<file path="src/rtl/ysyx_25020037_mem_arb_if.sv">
// Bus bundle between the IFU/LSU masters, the arbiter and the shared memory port.
// The slave modport is the arbiter's view; master is the surrounding system.
interface ysyx_25020037_mem_arb_if;
   logic        ifu_req_valid;
   logic        ifu_req_ready;
   logic [31:0] ifu_addr;
   logic        ifu_rsp_valid;
   logic        ifu_rsp_err;
   logic [31:0] ifu_rdata;

   logic        lsu_req_valid;
   logic        lsu_req_ready;
   logic [31:0] lsu_addr;
   logic        lsu_wen;
   logic [31:0] lsu_wdata;
   logic [3:0]  lsu_wmask;
   logic        lsu_rsp_valid;
   logic        lsu_rsp_err;
   logic [31:0] lsu_rdata;

   logic        mem_req_valid;
   logic        mem_req_ready;
   logic [31:0] mem_addr;
   logic        mem_wen;
   logic [31:0] mem_wdata;
   logic [3:0]  mem_wmask;
   logic        mem_rsp_valid;
   logic        mem_rsp_err;
   logic [31:0] mem_rdata;

   modport slave (
      input  ifu_req_valid, ifu_addr,
      output ifu_req_ready, ifu_rsp_valid, ifu_rsp_err, ifu_rdata,
      input  lsu_req_valid, lsu_addr, lsu_wen, lsu_wdata, lsu_wmask,
      output lsu_req_ready, lsu_rsp_valid, lsu_rsp_err, lsu_rdata,
      output mem_req_valid, mem_addr, mem_wen, mem_wdata, mem_wmask,
      input  mem_req_ready, mem_rsp_valid, mem_rsp_err, mem_rdata
   );

   modport master (
      output ifu_req_valid, ifu_addr,
      input  ifu_req_ready, ifu_rsp_valid, ifu_rsp_err, ifu_rdata,
      output lsu_req_valid, lsu_addr, lsu_wen, lsu_wdata, lsu_wmask,
      input  lsu_req_ready, lsu_rsp_valid, lsu_rsp_err, lsu_rdata,
      input  mem_req_valid, mem_addr, mem_wen, mem_wdata, mem_wmask,
      output mem_req_ready, mem_rsp_valid, mem_rsp_err, mem_rdata
   );
endinterface

</file>
<file path="src/rtl/ysyx_25020037_mem_arb.sv">
// IFU/LSU arbiter onto one memory port: one outstanding transaction,
// round-robin on ties, response timeout returning an error.
module ysyx_25020037_mem_arb #(
   parameter logic [7:0] TIMEOUT = 8'd255
) (
   input logic clk,
   input logic rst,
   ysyx_25020037_mem_arb_if.slave bus
);

   typedef enum logic [1:0] {
      IDLE,
      REQ,
      WAIT,
      RESP
   } state_e;

   state_e      state_q;
   logic        lg_lsu_q;
   logic        own_lsu_q;
   logic [7:0]  cnt_q;
   logic [7:0]  cnt_d;

   logic        mreq_valid_q;
   logic [31:0] maddr_q;
   logic        mwen_q;
   logic [31:0] mwdata_q;
   logic [3:0]  mwmask_q;

   logic        irv_q, ierr_q;
   logic [31:0] irdata_q;
   logic        lrv_q, lerr_q;
   logic [31:0] lrdata_q;

   logic        ifu_win, lsu_win;
   logic        busy, to_hit;
   logic        done_rsp, done_to, fin;
   logic        fin_err;
   logic [31:0] fin_data;

   // last_grant names the previous winner; the other master wins a tie
   assign ifu_win = bus.ifu_req_valid
                  & (~bus.lsu_req_valid | lg_lsu_q);
   assign lsu_win = bus.lsu_req_valid
                  & (~bus.ifu_req_valid | ~lg_lsu_q);

   assign bus.ifu_req_ready = (state_q == IDLE) & ifu_win;
   assign bus.lsu_req_ready = (state_q == IDLE) & lsu_win;

   assign busy   = (state_q == REQ) | (state_q == WAIT);
   assign cnt_d  = cnt_q + 8'd1;
   assign to_hit = (cnt_d == TIMEOUT);

   // WAIT accepts any response; REQ only with the request handshake
   assign done_rsp = bus.mem_rsp_valid
                   & ((state_q == WAIT)
                   | ((state_q == REQ) & bus.mem_req_ready));
   assign done_to  = busy & ~done_rsp & to_hit;
   assign fin      = done_rsp | done_to;
   assign fin_err  = done_rsp ? bus.mem_rsp_err : 1'b1;
   assign fin_data = done_rsp ? bus.mem_rdata : 32'h0;

   always_ff @(posedge clk or negedge rst) begin
      if (!rst) begin
         state_q      <= IDLE;
         lg_lsu_q     <= 1'b0;
         own_lsu_q    <= 1'b0;
         cnt_q        <= 8'd0;
         mreq_valid_q <= 1'b0;
         maddr_q      <= 32'h0;
         mwen_q       <= 1'b0;
         mwdata_q     <= 32'h0;
         mwmask_q     <= 4'b0;
         irv_q        <= 1'b0;
         ierr_q       <= 1'b0;
         irdata_q     <= 32'h0;
         lrv_q        <= 1'b0;
         lerr_q       <= 1'b0;
         lrdata_q     <= 32'h0;
      end else begin
         irv_q  <= 1'b0;
         ierr_q <= 1'b0;
         lrv_q  <= 1'b0;
         lerr_q <= 1'b0;
         unique case (state_q)
            IDLE: begin
               if (ifu_win | lsu_win) begin
                  state_q      <= REQ;
                  mreq_valid_q <= 1'b1;
                  own_lsu_q    <= lsu_win;
                  lg_lsu_q     <= lsu_win;
                  cnt_q        <= 8'd0;
                  if (lsu_win) begin
                     maddr_q  <= bus.lsu_addr;
                     mwen_q   <= bus.lsu_wen;
                     mwdata_q <= bus.lsu_wdata;
                     mwmask_q <= bus.lsu_wmask;
                  end else begin
                     maddr_q  <= bus.ifu_addr;
                     mwen_q   <= 1'b0;
                     mwdata_q <= 32'h0;
                     mwmask_q <= 4'b0;
                  end
               end
            end
            REQ, WAIT: begin
               cnt_q <= cnt_d;
               if (fin) begin
                  state_q      <= RESP;
                  mreq_valid_q <= 1'b0;
                  if (own_lsu_q) begin
                     lrv_q    <= 1'b1;
                     lerr_q   <= fin_err;
                     lrdata_q <= fin_data;
                  end else begin
                     irv_q    <= 1'b1;
                     ierr_q   <= fin_err;
                     irdata_q <= fin_data;
                  end
               end else if ((state_q == REQ) & bus.mem_req_ready) begin
                  state_q      <= WAIT;
                  mreq_valid_q <= 1'b0;
               end
            end
            RESP: state_q <= IDLE;
            default: state_q <= IDLE;
         endcase
      end
   end

   assign bus.mem_req_valid = mreq_valid_q;
   assign bus.mem_addr      = maddr_q;
   assign bus.mem_wen       = mwen_q;
   assign bus.mem_wdata     = mwdata_q;
   assign bus.mem_wmask     = mwmask_q;

   assign bus.ifu_rsp_valid = irv_q;
   assign bus.ifu_rsp_err   = ierr_q;
   assign bus.ifu_rdata     = irdata_q;
   assign bus.lsu_rsp_valid = lrv_q;
   assign bus.lsu_rsp_err   = lerr_q;
   assign bus.lsu_rdata     = lrdata_q;

endmodule
</file>
<file path="src/flat_wrapper.sv">
// flat-port wrapper written by rule: the top's interface ports become plain ports
module ysyx_25020037_mem_arb_flat 
#(
   parameter logic [7:0] TIMEOUT = 8'd255
)
  (clk, rst, bus_ifu_req_valid, bus_ifu_addr, bus_ifu_req_ready, bus_ifu_rsp_valid, bus_ifu_rsp_err, bus_ifu_rdata, bus_lsu_req_valid, bus_lsu_addr, bus_lsu_wen, bus_lsu_wdata, bus_lsu_wmask, bus_lsu_req_ready, bus_lsu_rsp_valid, bus_lsu_rsp_err, bus_lsu_rdata, bus_mem_req_valid, bus_mem_addr, bus_mem_wen, bus_mem_wdata, bus_mem_wmask, bus_mem_req_ready, bus_mem_rsp_valid, bus_mem_rsp_err, bus_mem_rdata);
  ysyx_25020037_mem_arb_if bus_i ();
  input logic clk;
  input logic rst;
  input wire logic [$bits(bus_i.ifu_req_valid)-1:0] bus_ifu_req_valid;
  input wire logic [$bits(bus_i.ifu_addr)-1:0] bus_ifu_addr;
  output wire logic [$bits(bus_i.ifu_req_ready)-1:0] bus_ifu_req_ready;
  output wire logic [$bits(bus_i.ifu_rsp_valid)-1:0] bus_ifu_rsp_valid;
  output wire logic [$bits(bus_i.ifu_rsp_err)-1:0] bus_ifu_rsp_err;
  output wire logic [$bits(bus_i.ifu_rdata)-1:0] bus_ifu_rdata;
  input wire logic [$bits(bus_i.lsu_req_valid)-1:0] bus_lsu_req_valid;
  input wire logic [$bits(bus_i.lsu_addr)-1:0] bus_lsu_addr;
  input wire logic [$bits(bus_i.lsu_wen)-1:0] bus_lsu_wen;
  input wire logic [$bits(bus_i.lsu_wdata)-1:0] bus_lsu_wdata;
  input wire logic [$bits(bus_i.lsu_wmask)-1:0] bus_lsu_wmask;
  output wire logic [$bits(bus_i.lsu_req_ready)-1:0] bus_lsu_req_ready;
  output wire logic [$bits(bus_i.lsu_rsp_valid)-1:0] bus_lsu_rsp_valid;
  output wire logic [$bits(bus_i.lsu_rsp_err)-1:0] bus_lsu_rsp_err;
  output wire logic [$bits(bus_i.lsu_rdata)-1:0] bus_lsu_rdata;
  output wire logic [$bits(bus_i.mem_req_valid)-1:0] bus_mem_req_valid;
  output wire logic [$bits(bus_i.mem_addr)-1:0] bus_mem_addr;
  output wire logic [$bits(bus_i.mem_wen)-1:0] bus_mem_wen;
  output wire logic [$bits(bus_i.mem_wdata)-1:0] bus_mem_wdata;
  output wire logic [$bits(bus_i.mem_wmask)-1:0] bus_mem_wmask;
  input wire logic [$bits(bus_i.mem_req_ready)-1:0] bus_mem_req_ready;
  input wire logic [$bits(bus_i.mem_rsp_valid)-1:0] bus_mem_rsp_valid;
  input wire logic [$bits(bus_i.mem_rsp_err)-1:0] bus_mem_rsp_err;
  input wire logic [$bits(bus_i.mem_rdata)-1:0] bus_mem_rdata;
  assign bus_i.ifu_req_valid = bus_ifu_req_valid;
  assign bus_i.ifu_addr = bus_ifu_addr;
  assign bus_ifu_req_ready = bus_i.ifu_req_ready;
  assign bus_ifu_rsp_valid = bus_i.ifu_rsp_valid;
  assign bus_ifu_rsp_err = bus_i.ifu_rsp_err;
  assign bus_ifu_rdata = bus_i.ifu_rdata;
  assign bus_i.lsu_req_valid = bus_lsu_req_valid;
  assign bus_i.lsu_addr = bus_lsu_addr;
  assign bus_i.lsu_wen = bus_lsu_wen;
  assign bus_i.lsu_wdata = bus_lsu_wdata;
  assign bus_i.lsu_wmask = bus_lsu_wmask;
  assign bus_lsu_req_ready = bus_i.lsu_req_ready;
  assign bus_lsu_rsp_valid = bus_i.lsu_rsp_valid;
  assign bus_lsu_rsp_err = bus_i.lsu_rsp_err;
  assign bus_lsu_rdata = bus_i.lsu_rdata;
  assign bus_mem_req_valid = bus_i.mem_req_valid;
  assign bus_mem_addr = bus_i.mem_addr;
  assign bus_mem_wen = bus_i.mem_wen;
  assign bus_mem_wdata = bus_i.mem_wdata;
  assign bus_mem_wmask = bus_i.mem_wmask;
  assign bus_i.mem_req_ready = bus_mem_req_ready;
  assign bus_i.mem_rsp_valid = bus_mem_rsp_valid;
  assign bus_i.mem_rsp_err = bus_mem_rsp_err;
  assign bus_i.mem_rdata = bus_mem_rdata;
  ysyx_25020037_mem_arb #(.TIMEOUT(TIMEOUT)) u_core (.clk(clk), .rst(rst), .bus(bus_i));
endmodule
</file>
<file path="config.mk">
export PLATFORM = sky130hd
export DESIGN_NAME = ysyx_25020037_mem_arb_flat
export DESIGN_NICKNAME = d
export VERILOG_FILES = /design/src/rtl/ysyx_25020037_mem_arb_if.sv /design/src/rtl/ysyx_25020037_mem_arb.sv /design/src/flat_wrapper.sv
export SDC_FILE = /design/constraint.sdc
export NUM_CORES = 1
export LEC_CHECK = 0
export CAP_MARGIN = 15
export CORE_MARGIN = 3
export CORE_UTILIZATION = 41
export DETAILED_ROUTE_END_ITERATION = 10
export GPL_ROUTABILITY_DRIVEN = 0
export PLACE_DENSITY_LB_ADDON = 0.15
export SLEW_MARGIN = 20
export SYNTH_ARGS = -nofsm -noshare
export SYNTH_HDL_FRONTEND = slang
export SYNTH_SLANG_ARGS = --single-unit
</file>
<file path="constraint.sdc">
create_clock -name clk -period 2.75 [get_ports clk]
set_input_delay 0.4125 -clock clk [delete_from_list [all_inputs] [get_ports clk]]
set_output_delay 0.4125 -clock clk [all_outputs]
set_load 0.02 [all_outputs]
</file>
==> results by group <==
Die
  • Die area: 16000 sq um
  • Core Footprint: 14000 sq um
  • Num ports: 280
  • Die width: 126 um
  • Vert. Die Dim: 126 um
  • Site Rows: 43
  • Starting Density: 42.3%

Power
  • Worst vdd ir: 0.000739 V
  • Switching share of power: 36.0%
  • Part of the power in the clock network: 21.6%
  • Static Leakage: 4.32 nW
  • Pwr dens: 1180 nW/um^2
  • Internal power: 0.00729 W
  • Gate power share: 46.2%
  • Sequential share of power: 32.2%
  • P_sw: 0.00411 W

Layout
  • Design Area, Final: 9630 sq um
  • Layout net count: 892
  • Area of the multi-input gates: 2060 sq um
  • Final core occ: 68.6%
  • P&R area growth vs syn: 62.3%
  • Register area: 3730 sq um
  • Fraction of layout cells with a size suffix above 1: 7.78%
  • Number of diodes: 0
  • Fillers: 1018

Yosys
  • Synth top area share: 62.8%
  • Largest cells by area after synthesis: dfrtp_1 63%, a22o_1 16%, mux2i_1 5.7%
  • Post-synth ARST share: 100%
  • Post-Syn Area per Cell: 12.7 sq um
  • #FFs+latches synth: 149
  • Top_reg_cell synth: dfrtp_1
  • Synth Instances: 468
  • Post-synth EDFFs: 0
  • Cell Area, Synth: 5930 sq um
  • Synth area leader: dfrtp_1
  • Sequential area share after synthesis: 62.8%
  • YS warnings: 0
  • Cell variety after synth: 31
  • Synthesized net count: 615

Clocking
  • Number of H-tree levels: 4
  • CTS clk-pin slew, worst paths: 0.06 ns
  • Sinks on Clock Net: 149
  • Total CTS buffers: 17
  • CTS tree: done
  • CTS root buf: clkbuf_16
  • Clock latency on the worst-skew pair: 0.42 ns
  • Setup bufs post-CTS: 0
  • Clock Path Buffers: 2

Timing
  • Setup TNS: 0 ns
  • Final hold viol count: 0
  • Final setup vio count: 0
  • Slew Limit Fails: 0
  • Slew margin rel.: 61.6%
  • Maximum operating frequency: 395 MHz
  • RSZ-0062 raised after global routing: false
  • Final Cycle Share: 92.2%
  • Clock skew: 0.0110 ns
  • Final Critical Period: 2.53 ns
  • Slew @ Worst Pin: 0.576 ns

Route
  • Post-DR wirelength/cell: 19.0 um
  • Final ANT Viol Nets: 0
  • Via-per-instance ratio: 5.18
  • Starting DRT DRC Count: 210
  • Vias: 4856
  • Pre-antenna DRT Iters: 4
  • DRC: 0
  • WL final: 17.8 mm

Worst hold path
  • Worst hold path class: reg -> reg

Worst setup path
  • CP max FO: 5
  • Required @ worst endpoint: 2.34 ns
  • Slowest CP cell: clkdlybuf4s50_1
  • Worst path bufs/invs: 2
  • CP top delay family: buffers and inverters
  • Slowest stage delay, CP: 0.64 ns
  • Critical Path AT: 2.12 ns
  • Crit-path cells: inv_1 -> ha_1 -> nand2_1 -> a21oi_1 -> clkdlybuf4s50_1
  • Crit Path Category: reg -> out
  • Crit start category: flop
  • Critical Path Sink Type: output pin

Global routing
  • Number of global-route vias before repair: 5261
  • Initial antenna violation count: 0
  • Pin count of the biggest net entering global routing: 102
  • Remaining Overflow, GRT: 0
  • First-pass GRT wire length: 28.2 mm
  • Gr usage total: 22.6%

Placement
  • PortBufs: 279
  • Cell Area, Placed: 8980 sq um
  • Post-detail-place hpwl: 12.5 mm

Job
  • Max Cap Violations: 0

Status
  • Status: finished, final reports clean
what timing repair did:
action | 4_1_cts | 5_1_grt
endpoints found under the setup margin | 0 | 1
gates resized for setup | 0 | 1
hold buffers | 1 | 0
hold endpoints to repair | 58 | 0
routing by layer:
| metal | GRT usage (%) | vias up | share of wire (%) |
|---|---|---|---|
| met1 | 26.9 | 2364 | 40 |
| met3 | 8.21 | 39 | 7.7 |
| met4 | 8.45 | 0 | 2.6 |
| met2 | 37.7 | 195 | 50 |
| met5 | 0 | - | 0 |
| li1 | - | 2258 | - |
cells in the final DEF, fill, tap and decap left out, types with 2 or more instances in the layout:
cell / n
nand2_1: 45
clkbuf_16: 17
mux2_2: 3
clkbuf_8: 7
a22o_1: 106
o21ai_0: 39
nor3_1: 4
ha_1: 7
bufinv_16: 3
buf_12: 3
a21o_1: 3
buf_4: 10
o21ai_1: 2
nand3_1: 2
and2_1: 3
inv_1: 9
dfrtp_1: 149
nor2_1: 8
nand2b_1: 2
clkdlybuf4s50_1: 277
clkinv_2: 4
mux2i_1: 34
state kept, by name, summed over array words and instances (netlist names):
signal,cells
u_core.bus.mem_req_valid,1
u_core.bus.ifu_rdata,32
u_core.bus.mem_addr,32
u_core.bus.lsu_rdata,32
u_core.bus.mem_wmask,4
u_core.bus.lsu_rsp_valid,1
u_core.bus.mem_wen,1
u_core.bus.mem_wdata,32
u_core.lg_lsu_q,1
u_core.cnt_q,8
u_core.bus.ifu_rsp_err,1
u_core.bus.lsu_rsp_err,1
u_core.bus.ifu_rsp_valid,1
u_core.state_q,2
cell usage after synthesis (all sizes together) (3+ instances only):
library cell and number:
dfrtp 149, a22o 106, nand2 45, o21ai 41, mux2i 34, clkbuf 26, nor2 10, buf 9
inv 9, ha 7, nor3 4, a21o 3, and2 3, mux2 3, nand3 3
area by class of cell:
class                   count  area share (%)
clock inverters             8            1.22
inverters                   9           0.351
well taps                 180            2.34
clock buffers              24            5.42
repair buffers            293            30.5
multi-input cells         275            21.4
flip-flops and latches    149            38.7
final timing paths:
| check | start | endpoint | slack (ns) | cells after the start |
|---|---|---|---|---|
| worst min-delay path | u_core.bus.mem_addr[23] | u_core.bus.mem_addr[23] | 0.48 | 2 |
| min in group asynchronous | rst | u_core.bus.mem_addr[2] | 0.54 | 2 |
| worst max register to register | u_core.state_q[1] | u_core.bus.ifu_rdata[15] | 0.39 | 8 |
| worst max-delay path | u_core.state_q[0] | bus_ifu_req_ready | 0.22 | 5 |
| worst min register to register | u_core.bus.mem_addr[23] | u_core.bus.mem_addr[23] | 0.48 | 2 |
| max in group asynchronous | rst | u_core.bus.lsu_rdata[12] | 1.49 | 3 |
worst register-to-register path: cells and delay by family, from the launching register on:
kind	cells	cell delay [ns]
adders and majority gates	1	0.30
AOI/OAI and AO/OA	4	1.08
buffers and inverters	2	0.37
and+or+nand+nor	1	0.10
DFF	1	0.39
kinds of logic after synthesis:
kind of cell    synth area share, %
simple gates                   5.29
compound gates                 21.0
flops                          62.8
fa+ha+maj                      1.48
xor+xnor                      0.148
mux                            6.31
buf+inv                        2.97
power groups by stage:
stage	combinational [W]	clock (W)	sequential, W
detailed placement	0.00531	0	0.00367
global placement	0.00521	0	0.00366
global route	0.00565	0.00260	0.00379
CTS	0.00533	0.00251	0.00368
finish	0.00526	0.00246	0.00368
floorplan	0.00170	0	0.00468
metrics by stage:
step                instances  hold WS [ns]  setup WS [ns]  power [W]
floorplan                 468         0.117          0.602    0.00638
global placement          905         0.430          0.384    0.00886
detailed placement        905         0.437          0.339    0.00899
CTS                       938         0.488         0.0998     0.0115
global route              938         0.505         0.0318     0.0120
finish                    938         0.480          0.215     0.0114
(Power assumes the default switching activity.)
